===== src/rtl/vop2_pkg.sv =====
// rtl/vop2_pkg.sv - VOP2 opcode, source-operand codes, issued bundle type
// Shared by vop2_field_split and vop2_issue_decoder (VOP2_ILLEGAL_OP_EN selects op checking).
package vop2_pkg;

  localparam logic [5:0] V_CNDMASK_B32     = 6'd1;
  localparam logic [5:0] V_READLANE_B32    = 6'd2;
  localparam logic [5:0] V_ADD_F32         = 6'd3;
  localparam logic [5:0] V_SUB_F32         = 6'd4;
  localparam logic [5:0] V_SUBREV_F32      = 6'd5;
  localparam logic [5:0] V_MUL_F32         = 6'd7;
  localparam logic [5:0] V_MUL_I32_I24     = 6'd8;
  localparam logic [5:0] V_MUL_HI_I32_I24  = 6'd9;
  localparam logic [5:0] V_MUL_U32_U24     = 6'd10;
  localparam logic [5:0] V_MUL_HI_U32_U24  = 6'd11;
  localparam logic [5:0] V_MIN_F32         = 6'd12;
  localparam logic [5:0] V_MAX_F32         = 6'd13;
  localparam logic [5:0] V_LSHRREV_B32     = 6'd15;
  localparam logic [5:0] V_ASHRREV_I32     = 6'd16;
  localparam logic [5:0] V_MIN_I32         = 6'd17;
  localparam logic [5:0] V_MAX_I32         = 6'd18;
  localparam logic [5:0] V_MIN_U32         = 6'd19;

  localparam logic [8:0] LIT_SRC   = 9'd255;
  localparam logic [8:0] DPP16_SRC = 9'd250;
  localparam logic [8:0] DPP8_SRC  = 9'd233;
  localparam logic [8:0] SDWA_SRC  = 9'd249;

  typedef struct packed {
    logic [5:0]  op;
    logic [7:0]  vdst;
    logic [7:0]  vsrc1;
    logic [8:0]  src0;
    logic        has_lit;
    logic [31:0] literal;
  } vop2_bundle_t;

  function automatic logic is_supported_op(input logic [5:0] op);
    case (op)
      V_CNDMASK_B32, V_READLANE_B32, V_ADD_F32, V_SUB_F32, V_SUBREV_F32,
      V_MUL_F32, V_MUL_I32_I24, V_MUL_HI_I32_I24, V_MUL_U32_U24,
      V_MUL_HI_U32_U24, V_MIN_F32, V_MAX_F32, V_LSHRREV_B32,
      V_ASHRREV_I32, V_MIN_I32, V_MAX_I32, V_MIN_U32: return 1'b1;
      default: return 1'b0;
    endcase
  endfunction

endpackage


===== src/rtl/vop2_field_split.sv =====
// rtl/vop2_field_split.sv - combinational VOP2 dword field split and classification
// bad_op is only driven when VOP2_ILLEGAL_OP_EN is defined; otherwise it is tied low.
module vop2_field_split
  import vop2_pkg::*;
(
  input  logic [31:0] dword,
  output logic [5:0]  op,
  output logic [7:0]  vdst,
  output logic [7:0]  vsrc1,
  output logic [8:0]  src0,
  output logic        is_vop2,
  output logic        needs_lit,
  output logic        bad_src,
  output logic        bad_op
);

  assign op        = dword[30:25];
  assign vdst      = dword[24:17];
  assign vsrc1     = dword[16:9];
  assign src0      = dword[8:0];
  assign is_vop2   = ~dword[31];
  assign needs_lit = (src0 == LIT_SRC);
  assign bad_src   = (src0 == DPP16_SRC) || (src0 == DPP8_SRC) || (src0 == SDWA_SRC);

`ifdef VOP2_ILLEGAL_OP_EN
  assign bad_op = ~is_supported_op(op);
`else
  assign bad_op = 1'b0;
`endif

endmodule


===== src/rtl/vop2_issue_decoder.sv =====
// rtl/vop2_issue_decoder.sv - VOP2 instruction stream decoder issuing bundles to the ALU
// Optional opcode legality check under VOP2_ILLEGAL_OP_EN (see vop2_field_split).
module vop2_issue_decoder
  import vop2_pkg::*;
#(
  parameter int CNT_W = 32
) (
  input  logic             clk,
  input  logic             rst,
  input  logic             in_valid,
  output logic             in_ready,
  input  logic [31:0]      in_dword,
  output logic             out_valid,
  input  logic             out_ready,
  output logic [5:0]       out_op,
  output logic [7:0]       out_vdst,
  output logic [7:0]       out_vsrc1,
  output logic [8:0]       out_src0,
  output logic             out_has_lit,
  output logic [31:0]      out_literal,
  output logic             err,
  output logic [CNT_W-1:0] issued_cnt
);

  typedef enum logic [1:0] {
    S_INST = 2'd0,
    S_LIT  = 2'd1,
    S_OUT  = 2'd2
  } state_t;

  state_t       state;
  vop2_bundle_t bundle;
  vop2_bundle_t dec;
  logic         lit_drop;

  logic [5:0] f_op;
  logic [7:0] f_vdst;
  logic [7:0] f_vsrc1;
  logic [8:0] f_src0;
  logic       f_is_vop2;
  logic       f_needs_lit;
  logic       f_bad_src;
  logic       f_bad_op;
  logic       in_acc;
  logic       drop_word;

  vop2_field_split u_split (
    .dword     (in_dword),
    .op        (f_op),
    .vdst      (f_vdst),
    .vsrc1     (f_vsrc1),
    .src0      (f_src0),
    .is_vop2   (f_is_vop2),
    .needs_lit (f_needs_lit),
    .bad_src   (f_bad_src),
    .bad_op    (f_bad_op)
  );

  // In S_OUT a new word can only enter when the held bundle leaves in the same cycle.
  assign in_ready  = (state != S_OUT) || out_ready;
  assign in_acc    = in_valid && in_ready;
  assign drop_word = !f_is_vop2 || f_bad_src || (f_bad_op && !f_needs_lit);

  assign dec = '{op: f_op, vdst: f_vdst, vsrc1: f_vsrc1, src0: f_src0,
                 has_lit: 1'b0, literal: 32'd0};

  always_ff @(posedge clk) begin
    if (rst) begin
      state      <= S_INST;
      out_valid  <= 1'b0;
      bundle     <= '0;
      err        <= 1'b0;
      lit_drop   <= 1'b0;
      issued_cnt <= '0;
    end else begin
      if (out_valid && out_ready)
        issued_cnt <= issued_cnt + CNT_W'(1);

      case (state)
        S_INST, S_OUT: begin
          if (in_acc) begin
            if (drop_word) begin
              err       <= 1'b1;
              out_valid <= 1'b0;
              state     <= S_INST;
            end else if (f_needs_lit) begin
              // An illegal op still owns its literal dword; swallow it in S_LIT.
              bundle    <= dec;
              lit_drop  <= f_bad_op;
              if (f_bad_op)
                err <= 1'b1;
              out_valid <= 1'b0;
              state     <= S_LIT;
            end else begin
              bundle    <= dec;
              out_valid <= 1'b1;
              state     <= S_OUT;
            end
          end else if (state == S_OUT && out_ready) begin
            out_valid <= 1'b0;
            state     <= S_INST;
          end
        end
        S_LIT: begin
          if (in_valid) begin
            if (lit_drop) begin
              lit_drop <= 1'b0;
              state    <= S_INST;
            end else begin
              bundle.literal <= in_dword;
              bundle.has_lit <= 1'b1;
              out_valid      <= 1'b1;
              state          <= S_OUT;
            end
          end
        end
        default: begin
          out_valid <= 1'b0;
          state     <= S_INST;
        end
      endcase
    end
  end

  assign out_op      = bundle.op;
  assign out_vdst    = bundle.vdst;
  assign out_vsrc1   = bundle.vsrc1;
  assign out_src0    = bundle.src0;
  assign out_has_lit = bundle.has_lit;
  assign out_literal = bundle.literal;

endmodule


===== config.mk =====
export PLATFORM = sky130hd
export DESIGN_NAME = vop2_issue_decoder
export DESIGN_NICKNAME = d
export VERILOG_FILES = /design/src/rtl/vop2_pkg.sv /design/src/rtl/vop2_field_split.sv /design/src/rtl/vop2_issue_decoder.sv
export SDC_FILE = /design/constraint.sdc
export NUM_CORES = 1
export LEC_CHECK = 0
export CORE_ASPECT_RATIO = 1.4
export CORE_MARGIN = 1.5
export CORE_UTILIZATION = 40
export CTS_CLUSTER_DIAMETER = 50
export DETAILED_ROUTE_END_ITERATION = 12
export PLACE_DENSITY = 0.71
export SKIP_LAST_GASP = 1
export SLEW_MARGIN = 20
export SYNTH_ARGS = -nofsm -noshare
export SYNTH_HDL_FRONTEND = slang
export SYNTH_SLANG_ARGS = --single-unit

===== constraint.sdc =====
create_clock -name clk -period 2.3 [get_ports clk]
set_input_delay 0.46 -clock clk [delete_from_list [all_inputs] [get_ports clk]]
set_output_delay 0.46 -clock clk [all_outputs]
set_load 0.03 [all_outputs]

==> impl_results.md, run 1 <==
* DRT Wirelength at 11100 um
* Period minus WS final at between 2 and 2.5 ns
* Clk buf depth at 2
* WP buf/inv at 2
* Critical path required time at around 1.8 ns
* DRT iter0 DRCs at around 150
* Gr usage total at about a fifth
* Nets at a little over 600
* Ys Warns at 0
* Post-synthesis compound-gate area fraction at ~11%
* # IOs at ~140
* Fin Setup TNS at 0 ns
* First-pass GRT wire length at about 19000 um
* Share of cells above drive strength 1 at 7.98%
* Rows at 44
* Skew final at between 0.006 and 0.007 ns
* Worst path max stage delay at around 0.43 ns
* Synth Area in XOR/XNOR at 1.85%
* Syn Nets at between 400 and 500
* Area grow syn2layout at 43.3%
* Worst-path fanout max at 2
* Port Buffer Count at 134
* Area of the core at between 10000 and 15000 sq um
* Max Cap Viol at 0
* Largest family of logic cells by synthesized area: simple AND/OR/NAND/NOR gates
* Met3 global-route usage at slightly above 7%
* Status: completed
* Fmax at 0.461 GHz
* Worst slew margin at between 70% and 80%
* DR pass1 iterations at 7
* Syn_area_per_cell at 9.45 sq um
* CP endpoint kind: output port
* Die X at about 90 um
* CTS Buf Count at 9
* DR vias/cell at ~5.3
* Start point of the worst hold path: err
* Largest net degree at the start of global routing at 136
* CP Capture Point: in_ready
* R2R setup slack at 0.34 ns
* Worst Setup Start Kind: input port
* Unrepaired setup endpoints after global routing: no
* Aggregate global routing overflow at 0
* Cell Pwr Density at 588 nW/um^2
* Hold-fix buffers at CTS at 0
* Clk slew on worst S/H paths at 0.06 ns
* Met2 usage at roughly a third
* Met1 Usage GRT at 22.6%
* Initial antenna violation count at 0
* Max-slew violation count at 0
* Antenna-violating nets left at 0
* Placed cells at ~710
* CTS resizes at 1
* IR drop worst, VDD at about 0.00036 V
* Tot Pwr at between 3 and 4 mW
* Crit path max-delay family: buffers and inverters
* Multiplexer share of the synthesized area at between 7 and 8%
* Area post-placement at 5820 sq um
* Worst path depth at 4
* Hold Path Class: reg -> reg
* Crit path launch: out_ready
* CTS tree: built
* Final hold violations at 0
* Worst reg2reg path depth at 4
* Die area at 11300 sq um
* Adder-cell share of the synthesized area at 0.294%
* Final setup viols at 0
* Worst-Skew Late Latency at roughly 0.34 ns
* Post-DP HPWL at 7660 um
* Synthesized area at approximately 4300 sq um
* Grt peak-use layer: met2
* Simple-Gate Fraction of Synth Area at 28.2%
* Worst reg2reg startpoint: issued_cnt[3]
* Netlist cell types at 40
* Vias in the first global route at around 4000
* Routability-driven placement congestion ratio at 0.794
* # Post-CTS Setup Buffers at 0
* Tcrit/Tclk final at between 90 and 100%
* Seq/Total Area, Yosys at between 40% and 50%
* Drc violations at 0
* FF-to-FF End: issued_cnt[31]
* WS Path Type: in -> out
* Slowest stage cell, crit path: clkdlybuf4s50_1
* N_diodes at 0
* Vias at approximately 3800
* Design area at 6110 sq um
* Starting density of the core at roughly 41%
* Worst-margin pin slew at 0.440 ns
* Root Driver: clkbuf_16
* CP Cell Sequence: clkdlybuf4s50_1 -> nand2b_1 -> or2_2 -> dlygate4sd2_1
* Static leakage at about 2.1 nW
* Routed len/inst at between 15 and 20 um
* CTS H-tree lvls at 3
* Flops & latches, synth at about 100
* Layout Cells excl Fill at 727
* Die Ht at ~130 um
* Worst EP arrival at ~1.7 ns
* CTS sink cnt at 99
* Syn Inst Count at ~450
[logic make-up (layout without fill, tap and decap cells)]
group / count (synthesis) / in the layout
adder cells (fa/ha/maj): 1 / 1
XOR/XNOR: 9 / 9
flip-flops: 99 / 99
buffers and inverters: 39 / 177
AO/OA/AOI/OAI: 81 / 81
multiplexers: 32 / 32
AND/OR/NAND/NOR: 190 / 190
[worst min path at each step]
stage / endpoint / depth (start not counted)
2_1_floorplan: state[0] / 2
3_3_place_gp: err / 2
3_5_place_dp: err / 2
4_1_cts: err / 2
5_1_grt: err / 2
6_report: err / 2
[per-stage QoR]
| stage | util [%] | setup WS (ns) | hold slack, ns |
|---|---|---|---|
| 2_1_floorplan | - | 0.186 | 0.475 |
| 3_3_place_gp | 56.2 | -0.112 | 0.436 |
| 3_5_place_dp | 56.2 | -0.146 | 0.450 |
| 4_1_cts | 59.0 | 0.131 | 0.468 |
| 5_1_grt | 59.0 | 0.0286 | 0.499 |
| 6_report | 59.0 | 0.132 | 0.459 |
[report_power, final]
group / switching [mW] / internal, mW
sequential: 0.0193 / 1.75
combinational: 0.182 / 0.184
clock: 0.636 / 0.823
[area by class of cell]
class                           count  area [sq um]
Clock buffer                       13           270
Sequential cell                    99          1980
Tap cell                          138           173
Fill cell                         938          4240
Clock inverter                      3          21.3
Inverter                            6          22.5
Timing Repair Buffer              155          1530
Multi-Input combinational cell    313          2110
[state kept, by name, summed over array words and instances, names as in the netlist, 6 cells and up]
register / flops
out_vdst: 8
issued_cnt: 32
out_src0: 9
out_literal: 32
out_op: 6
out_vsrc1: 8
[Yosys cell counts]
cell | count | area, sq um
dfxtp_1 | 99 | 1980
nand2b_1 | 65 | 407
nand3b_1 | 37 | 278
o22ai_1 | 33 | 206
mux2i_1 | 31 | 310
clkbuf_1 | 25 | 93.8
a21oi_1 | 23 | 115
nand2_1 | 12 | 45.0
nor2_1 | 12 | 45.0
nand4_1 | 11 | 68.8
o31ai_1 | 11 | 82.6
or3_1 | 11 | 68.8
or4_1 | 11 | 82.6
nand3_1 | 10 | 50.1
o21ai_0 | 10 | 50.1
inv_1 | 6 | 22.5
xor2_1 | 6 | 52.6
and4_1 | 4 | 35.0
nor3_1 | 4 | 20.0
and2_1 | 3 | 18.8
buf_2 | 3 | 15.0
xnor2_1 | 3 | 26.3
and4_2 | 2 | 20.0
buf_4 | 2 | 15.0
buf_6 | 2 | 22.5
a2111oi_0 | 1 | 8.76
and2_2 | 1 | 7.51
and3_1 | 1 | 6.26
dlygate4sd1_1 | 1 | 8.76
ha_1 | 1 | 12.5
mux2_2 | 1 | 11.3
nand2_2 | 1 | 6.26
nand4_2 | 1 | 12.5
nor2b_1 | 1 | 6.26
o21bai_1 | 1 | 7.51
o32ai_1 | 1 | 8.76
o41ai_1 | 1 | 8.76
or2_2 | 1 | 6.26
or3_2 | 1 | 7.51
or4_4 | 1 | 11.3
[worst register-to-register path, cell delays in order, from the launching register on]
cell and delay, ns:
dfxtp_1 0.44, nand4_2 0.17, or4_4 0.63, or4_1 0.49, a21oi_1 0.15
[cells in the final DEF (no fill, tap or decap), types with 4 or more instances in the layout]
cell type	n
a21oi_1	23
and4_1	4
buf_4	18
clkbuf_16	9
clkdlybuf4s50_1	132
dfxtp_1	99
inv_1	6
mux2i_1	31
nand2_1	12
nand2b_1	65
nand3_1	10
nand3b_1	37
nand4_1	11
nor2_1	12
o21ai_0	10
o22ai_1	33
o31ai_1	11
or3_1	11
or4_1	11
xor2_1	6
[routing by layer]
layer | part of all wire [%] | vias up | wire (um)
met5 | 0 | - | 0
met4 | 2.2 | 0 | 249
met3 | 8.4 | 17 | 934
met2 | 49 | 130 | 5400
met1 | 41 | 1808 | 4540
li1 | - | 1891 | -
(Power assumes the default switching activity.)
==> run 2, diff against run 1 <==
--- a/config.mk
+++ b/config.mk
@@ -6,7 +6,6 @@
 export NUM_CORES = 1
 export LEC_CHECK = 0
 export CORE_ASPECT_RATIO = 1.4
-export CORE_MARGIN = 1.5
 export CORE_UTILIZATION = 40
 export CTS_CLUSTER_DIAMETER = 50
 export DETAILED_ROUTE_END_ITERATION = 12
==> run 2 against run 1 <==
Effect of this change:
- global-route usage up 0.70 points
- core utilization up 0.95 points
- clock skew up 0.00084 ns
- cell area up 1.6%
- flip-flop and latch count unchanged
- die area down 1.9%
- total power up 6.6%
- via count up 0.47%
- clock-buffer cell count down 3
- combinational power up 4%
==> impl_results.md, run 2 (synthesis gave the netlist of run 1 again) <==
* Clk slew on worst S/H paths at 0.06 ns (about the same)
* WS Path Type: in -> out
* Initial antenna violation count at 0 (unchanged)
* Commonest non-fill, non-tap cells in the layout: clkdlybuf4s50_1, dfxtp_1, nand2b_1
* Slowest stage cell, crit path: clkdlybuf4s50_1
* Nets at 622 (+0.16%)
* Tcrit/Tclk final at 93.5% (-0.74 points)
* Register area at 1980 sq um (unchanged)
* Final hold violations at 0 (unchanged)
* Worst slew margin at 57.0% (-14 points)
* Max-slew violation count at 0 (unchanged)
* CP endpoint kind: output port
* Fmax at 0.465 GHz (+0.80%)
* IR drop worst, VDD at 0.000362 V (+1.8%)
* Worst Setup Start Kind: input port
* Vias in the first global route at 3652 (-6.6%)
* Worst-path fanout max at 2 (unchanged)
* First-pass GRT wire length at 17600 um (-5.0%)
* Tot Pwr at 3.83 mW (+6.6%)
* Routability-driven placement congestion ratio at 0.789 (-0.67%)
* Clk buf depth at 2 (unchanged)
* Area of the core at 10300 sq um (unchanged)
* DRT Wirelength at 11100 um (-0.13%)
* Worst reg2reg path depth at 4 (unchanged)
* Vias at 3864 (+0.47%)
* CTS tree: built
* CP Cell Sequence: clkdlybuf4s50_1 -> nand2b_1 -> or2_2 -> dlygate4sd2_1
* Crit path max-delay family: buffers and inverters
* Worst path max stage delay at 0.42 ns (about the same)
* Start point of the worst hold path: err
* Unrepaired setup endpoints after global routing: no
* Share of cells above drive strength 1 at 7.98% (unchanged)
* Hold-fix buffers at CTS at 0 (unchanged)
* N_diodes at 0 (unchanged)
* Largest net degree at the start of global routing at 49 (-64%)
* Rows at 44 (unchanged)
* Max Cap Viol at 0 (unchanged)
* Drc violations at 0 (unchanged)
* Worst-Skew Late Latency at 0.34 ns (about the same)
* DR vias/cell at 5.31 (+0.47%)
* Gr usage total at 20.6% (+0.70 points)
* PnR worst setup slack at 0.149 ns (+0.0171 ns)
* Worst-margin pin slew at 0.642 ns (+0.202 ns)
* CTS H-tree lvls at 3 (unchanged)
* DRT iter0 DRCs at 194 (+28%)
* Worst EP arrival at 1.69 ns (-0.02 ns)
* CTS sink cnt at 99 (unchanged)
* Number of fill cells at 916 (-2.3%)
* Die Ht at 124 um (-0.80%)
* Cell Pwr Density at 617 nW/um^2 (+4.9%)
* Skew final at 0.00721 ns (+0.000843 ns)
* Hold depth at 2 (unchanged)
* Root Driver: clkbuf_16
* Port Buffer Count at 134 (unchanged)
* # IOs at 135 (unchanged)
* WHS at 0.455 ns (-0.00345 ns)
* Area grow syn2layout at 45.6%
* Status: completed
* Die area at 11100 sq um (-1.9%)
* Post-layout util at 60.0% (+0.95 points)
* Static leakage at 2.18 nW (+2.0%)
* Antenna-violating nets left at 0 (unchanged)
* Commonest non-fill, non-tap cell in the layout: clkdlybuf4s50_1
* Hold Path Class: reg -> reg
* CTS Buf Count at 9 (unchanged)
* WP buf/inv at 2 (unchanged)
* Fin Setup TNS at 0 ns (unchanged)
* Routed len/inst at 15.3 um (-0.13%)
* DR pass1 iterations at 4 (-3)
* Die X at 89.2 um (-1.1%)
* R2R setup slack at 0.34 ns (about the same)
* FF-to-FF End: issued_cnt[21]
* Final setup viols at 0 (unchanged)
* Post-DP HPWL at 7890 um (+3.1%)
* Worst reg2reg startpoint: issued_cnt[2]
* Aggregate global routing overflow at 0 (unchanged)
* Starting density of the core at 41.2% (unchanged)
* Crit path launch: out_ready
* Critical path required time at 1.84 ns (about the same)
* Worst-case hold path end point: err
* # Post-CTS Setup Buffers at 0 (unchanged)
* Setup slack at placement at -0.157 ns (-0.0115 ns)
* Period minus WS final at 2.15 ns (-0.0171 ns)
* Multi-input logic area at 2110 sq um (about the same)
run 2: cell types whose count changed in the layout (fill, tap and decap cells not counted), sizes merged:
cell	before	now
buf	22	23
clkinv	2	1
bufinv	0	3
clkbuf	13	10
run 2: worst reg2reg max path, stage by stage (launching register included):
cell     delay (ns)
dfxtp_1        0.46
nand4_2        0.16
or4_4          0.63
or4_1          0.50
a21oi_1        0.14
run 2: metrics by stage:
stage                     instances  cell area, sq um
after floorplan                 451              4260
after global placement          712              5870
after detailed placement        712              5870
after CTS                       727              6200
after global routing            727              6210
final                           727              6210
run 2: layer usage:
layer,global-route usage [%],share of wire (%),vias to the layer above
li1,-,-,1893
met1,24.1,41,1852
met2,34.9,51,109
met3,7.42,7.5,10
met4,6.15,0.97,0
met5,0,0,-
run 2: worst max path at each step:
stage | slack (ns) | to | cells past startpoint
6_report | 0.15 | in_ready | 4
3_5_place_dp | -0.16 | out_op[5] | 7
4_1_cts | 0.14 | in_ready | 4
2_1_floorplan | 0.19 | issued_cnt[29] | 5
3_3_place_gp | -0.1 | issued_cnt[27] | 6
5_1_grt | 0.06 | out_vdst[5] | 7
run 2: what timing repair did:
| action | in CTS | in global routing |
|---|---|---|
| endpoints found under the setup margin | 1 | 8 |
| gates cloned | 0 | 0 |
| gates resized for setup | 1 | 1 |
| endpoints found under the hold margin | 0 | 0 |
run 2: final cells by class:
| cell class | count | share of cell area (%) |
|---|---|---|
| Inverter | 6 | 0.363 |
| Sequential cell | 99 | 31.9 |
| Tap cell | 138 | 2.78 |
| Clock inverter | 5 | 1.65 |
| Multi-Input combinational cell | 313 | 34.0 |
| Clock buffer | 10 | 3.69 |
| Timing Repair Buffer | 156 | 25.6 |
run 2: power breakdown:
group / switching, mW / internal, mW
Clock: 0.626 / 1.06
Sequential: 0.0202 / 1.75
Combinational: 0.185 / 0.194
==> run 3, diff against run 2 <==
--- a/config.mk
+++ b/config.mk
@@ -5,11 +5,12 @@
 export SDC_FILE = /design/constraint.sdc
 export NUM_CORES = 1
 export LEC_CHECK = 0
+export ABC_AREA = 1
 export CORE_ASPECT_RATIO = 1.4
 export CORE_UTILIZATION = 40
 export CTS_CLUSTER_DIAMETER = 50
 export DETAILED_ROUTE_END_ITERATION = 12
-export PLACE_DENSITY = 0.71
+export PLACE_DENSITY = 0.7
 export SKIP_LAST_GASP = 1
 export SLEW_MARGIN = 20
 export SYNTH_ARGS = -nofsm -noshare
==> constraint.sdc (replaced) <==
create_clock -name clk -period 2.65 [get_ports clk]
set_input_delay 0.53 -clock clk [delete_from_list [all_inputs] [get_ports clk]]
set_output_delay 0.53 -clock clk [all_outputs]
set_load 0.03 [all_outputs]
==> run 3 against run 2 <==
Effect of this change:
- die area is 0.58% higher
- total power is 15% lower
- hold slack better by 0.0054 ns
- flip-flop and latch count stayed put
- synthesized cell count is 33% higher
- sequential share of layout area is 0.90 points higher
- cell count is 20% higher
- largest cell class unchanged
==> impl_results.md, run 3 <==
* Routability-driven placement congestion ratio at 0.846 (+7.1%)
* DR vias/cell at 4.83 (-9.1%)
* Root Driver: clkbuf_16
* Post-synth ARST share at 0% (unchanged)
* EDFF count, synth at 0 (unchanged)
* Worst slew margin at 43.5% (-13 points)
* Area of the core at 10400 sq um (+0.53%)
* Worst EP arrival at 1.87 ns (+0.18 ns)
* Die Ht at 125 um (+0.29%)
* N_diodes at 0 (unchanged)
* Max-slew violation count at 0 (unchanged)
* Most used cell, CP: clkdlybuf4s50_1
* Seq/Total Area, Yosys at 46.2% (-0.27 points)
* Initial antenna violation count at 0 (unchanged)
* Flops & latches, synth at 99 (unchanged)
* Nets at 765 (+23%)
* Leading area contributor after synthesis: dfxtp_1
* DRT iter0 DRCs at 151 (-22%)
* Largest net degree at the start of global routing at 79 (+61%)
* Syn_area_per_cell at 7.12 sq um (-25%)
* Crit path launch: out_ready
* Multi-input logic area at 2040 sq um (-3.5%)
* Hold-fix buffers at CTS at 0 (unchanged)
* Share of the synthesized area in the top cell type at 46.2% (-0.27 points)
* Die area at 11100 sq um (+0.58%)
* Share of cells above drive strength 1 at 6.41% (-1.6 points)
* Worst-Skew Late Latency at 0.34 ns (about the same)
* Post-DP HPWL at 8100 um (+2.7%)
* Slowest stage cell, crit path: clkdlybuf4s50_1
* Vias in the first global route at 4005 (+9.7%)
* Ys Warns at 0 (unchanged)
* Syn Inst Count at 602 (+33%)
* Synthesized area at 4290 sq um (+0.59%)
* R2R setup slack at 0.99 ns (+0.65 ns)
* Final hold violations at 0 (unchanged)
* CTS sink cnt at 99 (unchanged)
* DR pass1 iterations at 4 (unchanged)
* CP Capture Point: in_ready
* CTS H-tree lvls at 3 (unchanged)
* DRT Wirelength at 11200 um (+0.86%)
* Most numerous cell in the Yosys netlist: nand2_1
* Critical path required time at 2.12 ns (+0.28 ns)
* Port Buffer Count at 134 (unchanged)
* # IOs at 135 (unchanged)
* Main area contributors after synthesis: dfxtp_1, nand2_1, a21oi_1
* FF-to-FF End: issued_cnt[20]
* CP endpoint kind: output port
* # Post-CTS Setup Buffers at 0 (unchanged)
* Fin Setup TNS at 0 ns (unchanged)
* Register area at 1980 sq um (unchanged)
* First-pass GRT wire length at 18200 um (+3.5%)
* Starting density of the core at 41.2% (about the same)
* Final setup viols at 0 (unchanged)
* Netlist cell types at 33 (-18%)
* Worst reg2reg startpoint: issued_cnt[1]
* Worst Setup Start Kind: input port
* Syn Nets at 639 (+31%)
* Antenna-violating nets left at 0 (unchanged)
* CTS tree: built
* CP Cell Sequence: clkdlybuf4s50_1 -> inv_1 -> nand3_2 -> clkdlybuf4s50_1
* WS Path Type: in -> out
* Drc violations at 0 (unchanged)
* Worst path max stage delay at 0.67 ns (+0.25 ns)
* Primary FF master, synth: dfxtp_1
* Unrepaired setup endpoints after global routing: no
* Status: completed
* Max Cap Viol at 0 (unchanged)
* CTS resizes at 0 (-1)
* IR drop worst, VDD at 0.000329 V (-9.2%)
* Commonest non-fill, non-tap cells in the layout: nand2_1, clkdlybuf4s50_1, dfxtp_1
* Vias at 4207 (+8.9%)
* Worst reg2reg path depth at 10 (+6)
* Tcrit/Tclk final at between 90% and 100%
* Rows at 44 (unchanged)
* Fmax at 0.417 GHz
* Post-synth top cells: nand2_1, dfxtp_1, a21oi_1
* Hold Path Class: reg -> reg
* Cell Pwr Density at 539 nW/um^2 (-13%)
* Clk slew on worst S/H paths at 0.07 ns (about the same)
* Die X at 89.5 um (+0.29%)
* Commonest non-fill, non-tap cell in the layout: nand2_1
* Gr usage total at 21.1% (+0.52 points)
* Period minus WS final at ~2.4 ns
* Number of fill cells at 939 (+2.5%)
* CTS Buf Count at 9 (unchanged)
* Worst-margin pin slew at 0.848 ns (+0.206 ns)
* Routed len/inst at 12.9 um (-16%)
* WHS at 0.461 ns (+0.00536 ns)
* Aggregate global routing overflow at 0 (unchanged)
* Skew final at 0.00728 ns (+0.0000711 ns)
* Clk buf depth at 2 (unchanged)
* Worst-path fanout max at 3 (+1)
* Static leakage at 2.17 nW (-0.44%)
* Area grow syn2layout at 40.8%
-- run 3: cell type report --
type | count | share of cell area, %
inverter | 44 | 2.74
multi-input combinational | 436 | 33.7
timing repair buffer | 138 | 22.8
tap | 138 | 2.86
clock inverter | 6 | 1.20
sequential | 99 | 32.8
clock buffer | 10 | 3.79
-- run 3: worst min path at each step --
stage / end / start / depth (start not counted)
after floorplan: state[0] / state[0] / 2
after detailed placement: out_literal[1] / out_literal[1] / 2
after global routing: out_literal[24] / out_literal[24] / 2
after CTS: out_literal[4] / out_literal[4] / 2
after global placement: out_literal[21] / out_literal[21] / 2
final: out_literal[4] / out_literal[4] / 2
-- run 3: metal layers --
metal / up-vias / share of wire [%] / routed length, um / GRT usage [%]
met1: 1892 / 40 / 4430 / 23.0
met2: 130 / 49 / 5500 / 34.7
met5: - / 0 / 0 / 0
met3: 26 / 8.7 / 970 / 8.61
li1: 2159 / - / - / -
met4: 0 / 2.7 / 302 / 10.1
-- run 3: cells by family after synthesis --
logic type      share of synthesized area [%]
simple gates                             34.4
compound gates                           11.9
flops                                    46.2
buf+inv                                  6.30
xor+xnor                                0.817
fa+ha+maj                               0.292
-- run 3: report_power, final --
part	internal (mW)	leakage [nW]	total [mW]	switching (mW)
sequential	1.53	0.802	1.55	0.0233
combinational	0.153	1.23	0.375	0.222
clock	0.742	0.137	1.33	0.584
total	2.42	2.17	3.25	0.829
-- run 3: worst max-delay path: cells and delay by family --
kind / cells / cell delay (ns)
buf+inv: 3 / 1.26
simple gates: 1 / 0.08
-- run 3: through the flow --
step / area [sq um] / worst slack [ns] / power, mW / utilization, % / instances
after floorplan: 4290 / 0.940 / 1.78 / - / 602
after global placement: 5730 / 0.243 / 1.96 / 55.1 / 855
after detailed placement: 5730 / 0.245 / 1.96 / 55.1 / 855
after CTS: 6040 / 0.245 / 3.29 / 58.0 / 871
after global routing: 6040 / 0.203 / 3.39 / 58.0 / 871
final: 6040 / 0.251 / 3.25 / 58.0 / 871
